**src/rtl/ina_poller_pkg.sv**
```systemverilog
// Shared constants for the INA sensor poller: FSM encoding, INA register
// pointers and the counter-width helper.
package ina_poller_pkg;

  typedef enum logic [3:0] {
    INA_IDLE     = 4'd0,
    INA_CFG      = 4'd1,
    INA_RD_SHUNT = 4'd2,
    INA_RD_BUS   = 4'd3,
    INA_RD_CUR   = 4'd4,
    INA_WAIT     = 4'd5,
    INA_PUBLISH  = 4'd6,
    INA_DELAY    = 4'd7
  } ina_state_t;

  localparam logic [7:0] INA_PTR_CONFIG  = 8'h00;
  localparam logic [7:0] INA_PTR_SHUNT   = 8'h01;
  localparam logic [7:0] INA_PTR_BUS     = 8'h02;
  localparam logic [7:0] INA_PTR_CURRENT = 8'h04;

  // Width that holds the larger of the delay and timeout cycle counts.
  function automatic int ina_cnt_width(input int poll_div, input int timeout);
    int m;
    m = (poll_div > timeout) ? poll_div : timeout;
    return $clog2(m + 1);
  endfunction

endpackage

```
**src/rtl/ina_timer.sv**
```systemverilog
// Saturating down-counter shared by the transaction timeout and the
// inter-round delay. expired is high while the count sits at zero.
module ina_timer #(
  parameter int CNT_W = 8
) (
  input  logic             clk,
  input  logic             rst,
  input  logic             load,
  input  logic [CNT_W-1:0] load_val,
  input  logic             enable,
  output logic             expired
);

  logic [CNT_W-1:0] cnt;

  // Load has priority; otherwise count toward zero and hold there.
  always_ff @(posedge clk or posedge rst) begin
    if (rst) begin
      cnt <= '0;
    end else if (load) begin
      cnt <= load_val;
    end else if (enable && (cnt != '0)) begin
      cnt <= cnt - 1'b1;
    end
  end

  assign expired = (cnt == '0);

endmodule

```
**src/rtl/ina_poller.sv**
```systemverilog
// Periodic INA power-monitor poller: configures the sensor once per enable
// session, then repeatedly reads shunt, bus and current registers through an
// external I2C master and publishes them as a coherent triple.
module ina_poller
  import ina_poller_pkg::*;
#(
  parameter logic [6:0]  SLV_ADDR  = 7'h40,
  parameter logic [15:0] CFG_VALUE = 16'h399F,
  parameter int          POLL_DIV  = 100000,
  parameter int          TIMEOUT   = 4096
) (
  input  logic        clk,
  input  logic        rst,
  input  logic        enable,
  input  logic        err_clr,
  output logic        mst_start,
  output logic        mst_rd_wr,
  output logic [6:0]  mst_slv_addr,
  output logic [7:0]  mst_pointer,
  output logic [15:0] mst_wdata,
  input  logic [15:0] mst_rdata,
  input  logic        mst_eot,
  output logic [15:0] shunt_v,
  output logic [15:0] bus_v,
  output logic [15:0] current,
  output logic        sample_valid,
  output logic        busy,
  output logic        err
);

  localparam int CNT_W = ina_cnt_width(POLL_DIV, TIMEOUT);
  localparam logic [CNT_W-1:0] TMO_LOAD = CNT_W'(TIMEOUT - 1);
  localparam logic [CNT_W-1:0] DLY_LOAD = CNT_W'(POLL_DIV - 1);

  ina_state_t state_q, state_d;
  ina_state_t op_q;
  logic       eot_p0;
  logic       eot_rise;
  logic       done;
  logic       timeout;
  logic       tmr_load;
  logic       tmr_en;
  logic       tmr_expired;
  logic [CNT_W-1:0] tmr_load_val;
  logic [15:0] stg_shunt;
  logic [15:0] stg_bus;

  // A level left high by the previous transfer must not look like completion.
  assign eot_rise     = mst_eot & ~eot_p0;
  assign done         = (state_q == INA_WAIT) && eot_rise;
  assign timeout      = (state_q == INA_WAIT) && !eot_rise && tmr_expired;
  assign mst_slv_addr = SLV_ADDR;

  ina_timer #(.CNT_W(CNT_W)) u_timer (
    .clk      (clk),
    .rst      (rst),
    .load     (tmr_load),
    .load_val (tmr_load_val),
    .enable   (tmr_en),
    .expired  (tmr_expired)
  );

  // State register.
  always_ff @(posedge clk or posedge rst) begin
    if (rst) state_q <= INA_IDLE;
    else     state_q <= state_d;
  end

  // Next-state logic; WAIT returns to the sequence position held in op_q.
  always_comb begin
    state_d = state_q;
    case (state_q)
      INA_IDLE:     if (enable) state_d = INA_CFG;
      INA_CFG,
      INA_RD_SHUNT,
      INA_RD_BUS,
      INA_RD_CUR:   state_d = INA_WAIT;
      INA_WAIT: begin
        if (done) begin
          case (op_q)
            INA_CFG:      state_d = INA_RD_SHUNT;
            INA_RD_SHUNT: state_d = INA_RD_BUS;
            INA_RD_BUS:   state_d = INA_RD_CUR;
            default:      state_d = INA_PUBLISH;
          endcase
        end else if (timeout) begin
          state_d = INA_DELAY;
        end
      end
      INA_PUBLISH:  state_d = INA_DELAY;
      INA_DELAY:    if (tmr_expired) state_d = enable ? INA_RD_SHUNT : INA_IDLE;
      default:      state_d = INA_IDLE;
    endcase
  end

  // Moore outputs and timer control.
  always_comb begin
    mst_start    = 1'b0;
    sample_valid = 1'b0;
    busy         = (state_q != INA_IDLE);
    tmr_load     = 1'b0;
    tmr_load_val = DLY_LOAD;
    tmr_en       = 1'b0;
    case (state_q)
      INA_CFG, INA_RD_SHUNT, INA_RD_BUS, INA_RD_CUR: begin
        mst_start    = 1'b1;
        tmr_load     = 1'b1;
        tmr_load_val = TMO_LOAD;
      end
      INA_WAIT: begin
        tmr_en   = 1'b1;
        tmr_load = timeout;
      end
      INA_PUBLISH: begin
        sample_valid = 1'b1;
        tmr_load     = 1'b1;
      end
      INA_DELAY:   tmr_en = 1'b1;
      default: ;
    endcase
  end

  // Transaction descriptor, latched on entry to an issuing state and held
  // until the next one so the master sees stable fields throughout.
  always_ff @(posedge clk or posedge rst) begin
    if (rst) begin
      op_q        <= INA_IDLE;
      mst_rd_wr   <= 1'b0;
      mst_pointer <= 8'h00;
      mst_wdata   <= 16'h0000;
    end else begin
      case (state_d)
        INA_CFG: begin
          op_q <= INA_CFG;      mst_rd_wr <= 1'b0;
          mst_pointer <= INA_PTR_CONFIG; mst_wdata <= CFG_VALUE;
        end
        INA_RD_SHUNT: begin
          op_q <= INA_RD_SHUNT; mst_rd_wr <= 1'b1;
          mst_pointer <= INA_PTR_SHUNT;  mst_wdata <= 16'h0000;
        end
        INA_RD_BUS: begin
          op_q <= INA_RD_BUS;   mst_rd_wr <= 1'b1;
          mst_pointer <= INA_PTR_BUS;    mst_wdata <= 16'h0000;
        end
        INA_RD_CUR: begin
          op_q <= INA_RD_CUR;   mst_rd_wr <= 1'b1;
          mst_pointer <= INA_PTR_CURRENT; mst_wdata <= 16'h0000;
        end
        default: ;
      endcase
    end
  end

  // Edge register for completion detection.
  always_ff @(posedge clk or posedge rst) begin
    if (rst) eot_p0 <= 1'b0;
    else     eot_p0 <= mst_eot;
  end

  // Staging and publish. The triple is copied on the edge that enters
  // PUBLISH, taking the current reading straight from the master, so the
  // outputs are already valid in the cycle sample_valid is high.
  always_ff @(posedge clk or posedge rst) begin
    if (rst) begin
      stg_shunt <= 16'h0000;
      stg_bus   <= 16'h0000;
      shunt_v   <= 16'h0000;
      bus_v     <= 16'h0000;
      current   <= 16'h0000;
    end else begin
      if (done && (op_q == INA_RD_SHUNT)) stg_shunt <= mst_rdata;
      if (done && (op_q == INA_RD_BUS))   stg_bus   <= mst_rdata;
      if (done && (op_q == INA_RD_CUR)) begin
        shunt_v <= stg_shunt;
        bus_v   <= stg_bus;
        current <= mst_rdata;
      end
      if (timeout) begin
        stg_shunt <= 16'h0000;
        stg_bus   <= 16'h0000;
      end
    end
  end

  // Sticky error; a timeout wins over a simultaneous clear.
  always_ff @(posedge clk or posedge rst) begin
    if (rst)          err <= 1'b0;
    else if (timeout) err <= 1'b1;
    else if (err_clr) err <= 1'b0;
  end

endmodule
```
**config.mk**
```make
export PLATFORM = sky130hd
export DESIGN_NAME = ina_poller
export DESIGN_NICKNAME = d
export VERILOG_FILES = /design/src/rtl/ina_poller_pkg.sv /design/src/rtl/ina_timer.sv /design/src/rtl/ina_poller.sv
export SDC_FILE = /design/constraint.sdc
export NUM_CORES = 1
export LEC_CHECK = 0
export ABC_AREA = 0
export CAP_MARGIN = 20
export CORE_AREA = 3 3 104 106
export DETAILED_ROUTE_END_ITERATION = 8
export DIE_AREA = 0 0 107 109
export GPL_ROUTABILITY_DRIVEN = 0
export HOLD_SLACK_MARGIN = 0.1
export PLACE_DENSITY = 0.79
export SETUP_SLACK_MARGIN = 0.02
export SLEW_MARGIN = 10
export SYNTH_ARGS = -nofsm -noshare
export SYNTH_HDL_FRONTEND = slang
export SYNTH_SLANG_ARGS = --single-unit
```
**constraint.sdc**
```tcl
create_clock -name clk -period 5.2 [get_ports clk]
set_clock_uncertainty 0.05 [all_clocks]
set_input_delay 1.04 -clock clk [delete_from_list [all_inputs] [get_ports clk]]
set_output_delay 1.04 -clock clk [all_outputs]
set_load 0.02 [all_outputs]
```
Word level (Yosys, flattened, before mapping)
Index checks and enable logic that the tools add are counted.

cells by class
  add/subtract/negate cells = 1
  equal/unequal tests = 15
  muxes and demuxes = 24
  bitwise logic cells = 2
  reduce and logical (&&, ||, !) cells = 22

operators by type and width
  kind                     count
  $mux W16                 4
  $mux W17                 3
  $pmux W16 S2             1
  $pmux W8 S4              1
  $eq A4 B2 Y1 const B     6
  $eq A4 B3 Y1 const B     6
  $pmux W4 S5              1
  $logic_not A17 Y1        1
  $reduce_bool A17 Y1      1
  $sub A17 B1 Y17 const B  1
  $mux W4                  4
  $pmux W4 S4              1
  $eq A4 B1 Y1 const B     3
  $reduce_bool A2 Y1       5
  $pmux W3 S3              1
  $reduce_bool A4 Y1       2
  $logic_and A1 B1 Y1      7
  $mux W1                  5
  $reduce_or A5 Y1         1
  $logic_not A4 Y1         1
  $pmux W1 S2              2
  $reduce_or A4 Y1         1
  $reduce_or A3 Y1         1
  $mux W2                  1
  4 further kinds          4

word-level totals
  register bits after elaboration = 132
  word-level logic and storage cells = 77

Logic depth before layout (Yosys ltp)
  depth in word-level cells = 11
  gate-level depth with buffers = 9
  mapped depth without buffers = 7

Modules after synthesis
From an unflattened synthesis, not the netlist that was laid out.

second synthesis, totals
  cells, all modules = 414
  area, all modules = 5104.9 um2

by module, submodules not included
  module      instances  cells an instance  area each (um2)  seq. area each (um2)
  ina_poller  1          276                3950.0           2327.2
  ina_timer   1          138                1154.9           425.4

Worst setup path after synthesis
Ideal clock, no wire load.

  path type = in2out
  start = input port mst_eot
  end = output port mst_start
  arrival = 2.034 ns
  data required time = 4.110 ns
  setup slack = 2.076 ns
  cell stages on the path = 6
  cell sequence = and2b_2 -> nor3_2 -> a21o_1 -> buf_2 -> nand2_1 -> inv_1

RTL lines
  what             RTL line          RTL
  start, declared  ina_poller.sv:22  input logic mst_eot,
  end, declared    ina_poller.sv:16  output logic mst_start,

==> out/qor.txt <==
dominant cells by area after synthesis: dfrtp_1 54%, mux2_2 11%, buf_4 4.1%
cell family with most CP delay: buffers and inverters
Rel. slew slack: 35.8%
initial antenna violation count: 0
Via Count: 3507
mux contribution to synthesized area: 14.2%
setup_tns: 0 ns
Sink Count: 110
fmax: 233 MHz
status: finished clean
Die Y: 109 um
clock latency on the worst-skew pair: 0.36 ns
Main synth FF type: dfrtp_1
Nets: 525
Crit path required time: 4.11 ns
total wire length: 10500 um
Synth Cell Area: 5070 um2
asr flop ratio synth: 100%
Largest stage delay, worst path: 0.60 ns
CP max-delay cell: clkdlybuf4s50_1
Clock Tree Buf Depth: 2
Routed Antenna Nets: 0
Reg area: 2750 um2
register area share after synthesis: 54.3%
post-synthesis simple-gate area fraction: 13.0%
Arrival @ worst endpoint: 3.21 ns
cells along the critical path: clkdlybuf4s50_1, and2b_2, nor3_2, a21o_1, nand2_1, inv_1, clkdlybuf4s50_1
RSZ-0062 raised after global routing: no
CTS clk-pin slew, worst paths: 0.10 ns
drc violations: 0
most frequent cells in the layout: 110 x dfrtp_1, 86 x clkdlybuf4s50_1, 48 x mux2_2
hold_buf cts: 0
H-Tree Depth: 3
DR iter-0 viols: 130
Worst-Margin Slew: 0.961 ns
crit path buf inv count: 3
vias per cell: 5.48
critical path type: input port to output port
I/O Buffers: 86
Core ar.: 9860 um2
grt ovf: 0
crit share post-route: 82.7%
Yosys top cell area share: 54.3%
fillcell total: 797
crit start category: input port
Final Power: 1740 uW
fin cells: 640
Synth area leader: dfrtp_1
Post-CTS Resized: 0
multi-input logic area: 1990 um2
Post-synth EDFFs: 0
largest family of logic cells by synthesized area: multiplexers
post-synthesis adder-cell area fraction: 0.493%
Final Critical Period: 4.30 ns
total CTS buffers: 9
most common cell after layout, fill and taps aside: dfrtp_1
Unique masters post-synth: 66
final number of hold-violating endpoints: 0
WL per Instance: 16.3 um
Chip Width: 107 um
endpoints failing setup: 0
crit-path most repeated cell: clkdlybuf4s50_1
cell row count: 36
Synth Instances: 432
# Max-Cap Violations: 0
area grow syn2layout: 19.3%
CP max FO: 11
Compound-Gate Fraction of Synth Area: 8.93%
Static Leak: 0.00268 uW
die area: 11700 um2
# Post-CTS Setup Buffers: 0
XOR/XNOR Fraction of Synth Area: 1.04%
Global Route Usage Sum: 18.3%
hold crit path type: flop to flop
Mean Syn Cell Area: 11.7 um2
TritonCTS clock tree: built
crit path capture type: output port
DP Wirelength: 7300 um
Root Buffer: clkbuf_8
Ys Warns: 0
ratio of cells with drive above 1 in the final layout: 18.1%
Inserted Diodes: 0
Placed Cells: 624
I/O pins: 105
maximum vdd drop: 0.000153 V
first-pass GRT wire length: 17100 um
Slew Viols, Final: 0
Starting Density: 51.4%
#FFs+latches synth: 110
DR pass1 iterations: 5
vias in the first global route: 3497
pwr dens: 288 nW/um2
largest net degree at the start of global routing: 53
logic make-up (layout without fill, tap and decap cells):
| group | Yosys count | in the layout |
|---|---|---|
| mux | 66 | 66 |
| flops | 110 | 110 |
| other cells | 2 | 19 |
| compound gates | 66 | 66 |
| xor+xnor | 6 | 6 |
| buf+inv | 62 | 120 |
| fa+ha+maj | 2 | 2 |
| simple gates | 118 | 118 |
worst paths after layout:
check,start,to,slack (ns),depth (start not counted)
worst max-delay path,mst_eot,mst_start,0.90,7
worst min-delay path,err$_DFFE_PP0P_,err$_DFFE_PP0P_,0.45,1
max in group asynchronous,rst,shunt_v[6]$_DFFE_PP0P_,3.14,3
worst min register to register,err$_DFFE_PP0P_,err$_DFFE_PP0P_,0.45,1
min in group asynchronous,rst,eot_p0$_DFF_PP0_,1.08,2
worst max register to register,state_q[3]$_DFF_PP0_,shunt_v[9]$_DFFE_PP0P_,2.21,6
stage by stage:
step	util [%]	hold slack, ns	worst slack, ns	cell area [um2]
finish	61.4	0.454	0.901	6050
detailed placement	59.5	0.438	0.914	5870
global route	61.4	0.475	0.785	6050
floorplan	-	0.430	1.21	5140
CTS	61.4	0.461	0.916	6050
global placement	59.5	0.412	0.980	5870
area by class of cell:
class                   instances  area share [%]
clock buffers                  10            2.11
clock inverters                 6           0.889
inverters                      11           0.724
multi-input cells             277            33.0
flip-flops and latches        110            45.5
well taps                     133            2.75
repair buffers                 93            15.1
Yosys cell counts, types with 2 or more instances:
master	number
a21o_1	2
a21oi_1	25
a22oi_1	2
a31oi_1	3
a32o_1	3
a41oi_1	2
buf_2	9
buf_4	28
clkbuf_1	7
clkbuf_2	2
clkbuf_8	3
conb_1	2
dfrtp_1	110
ha_1	2
inv_1	11
mux2_2	48
mux2i_1	18
nand2_1	27
nand2b_1	2
nand3_1	23
nand3b_1	2
nand4_1	2
nor2_1	29
nor3_1	8
nor4_1	2
nor4_4	2
o211ai_1	2
o21ai_0	7
o22a_1	2
o31ai_1	4
or4_1	2
or4_2	3
xnor2_1	2
xor2_1	4
worst register-to-register path: stages, from the launching register on:
cell and delay, ns:
dfrtp_1 0.46, nand4bb_2 0.37, nor2_1 0.14, buf_4 0.26, nand3_2 0.79, buf_4 0.53
mux2_2 0.29
flip-flops by register name, indices dropped and copies added (netlist names), 2 cells and up:
name	cells
stg_bus	16
stg_shunt	16
op_q	3
mst_pointer	2
current	16
shunt_v	16
state_q	4
bus_v	16
u_timer.cnt	17
power by group:
group / internal (uW) / switching (uW)
Clock: 183 / 294
Combinational: 125 / 156
Sequential: 915 / 69.5
per-layer routing:
metal | routed length, um | track usage [%] | share of wire (%) | vias up
met5 | 0 | 0 | 0 | -
met4 | 110 | 6.30 | 1.1 | 0
met3 | 504 | 3.08 | 4.8 | 6
met2 | 5240 | 29.9 | 50 | 119
met1 | 4600 | 25.1 | 44 | 1746
li1 | - | - | - | 1636
Note: power is estimated with default switching activity, not from simulation.
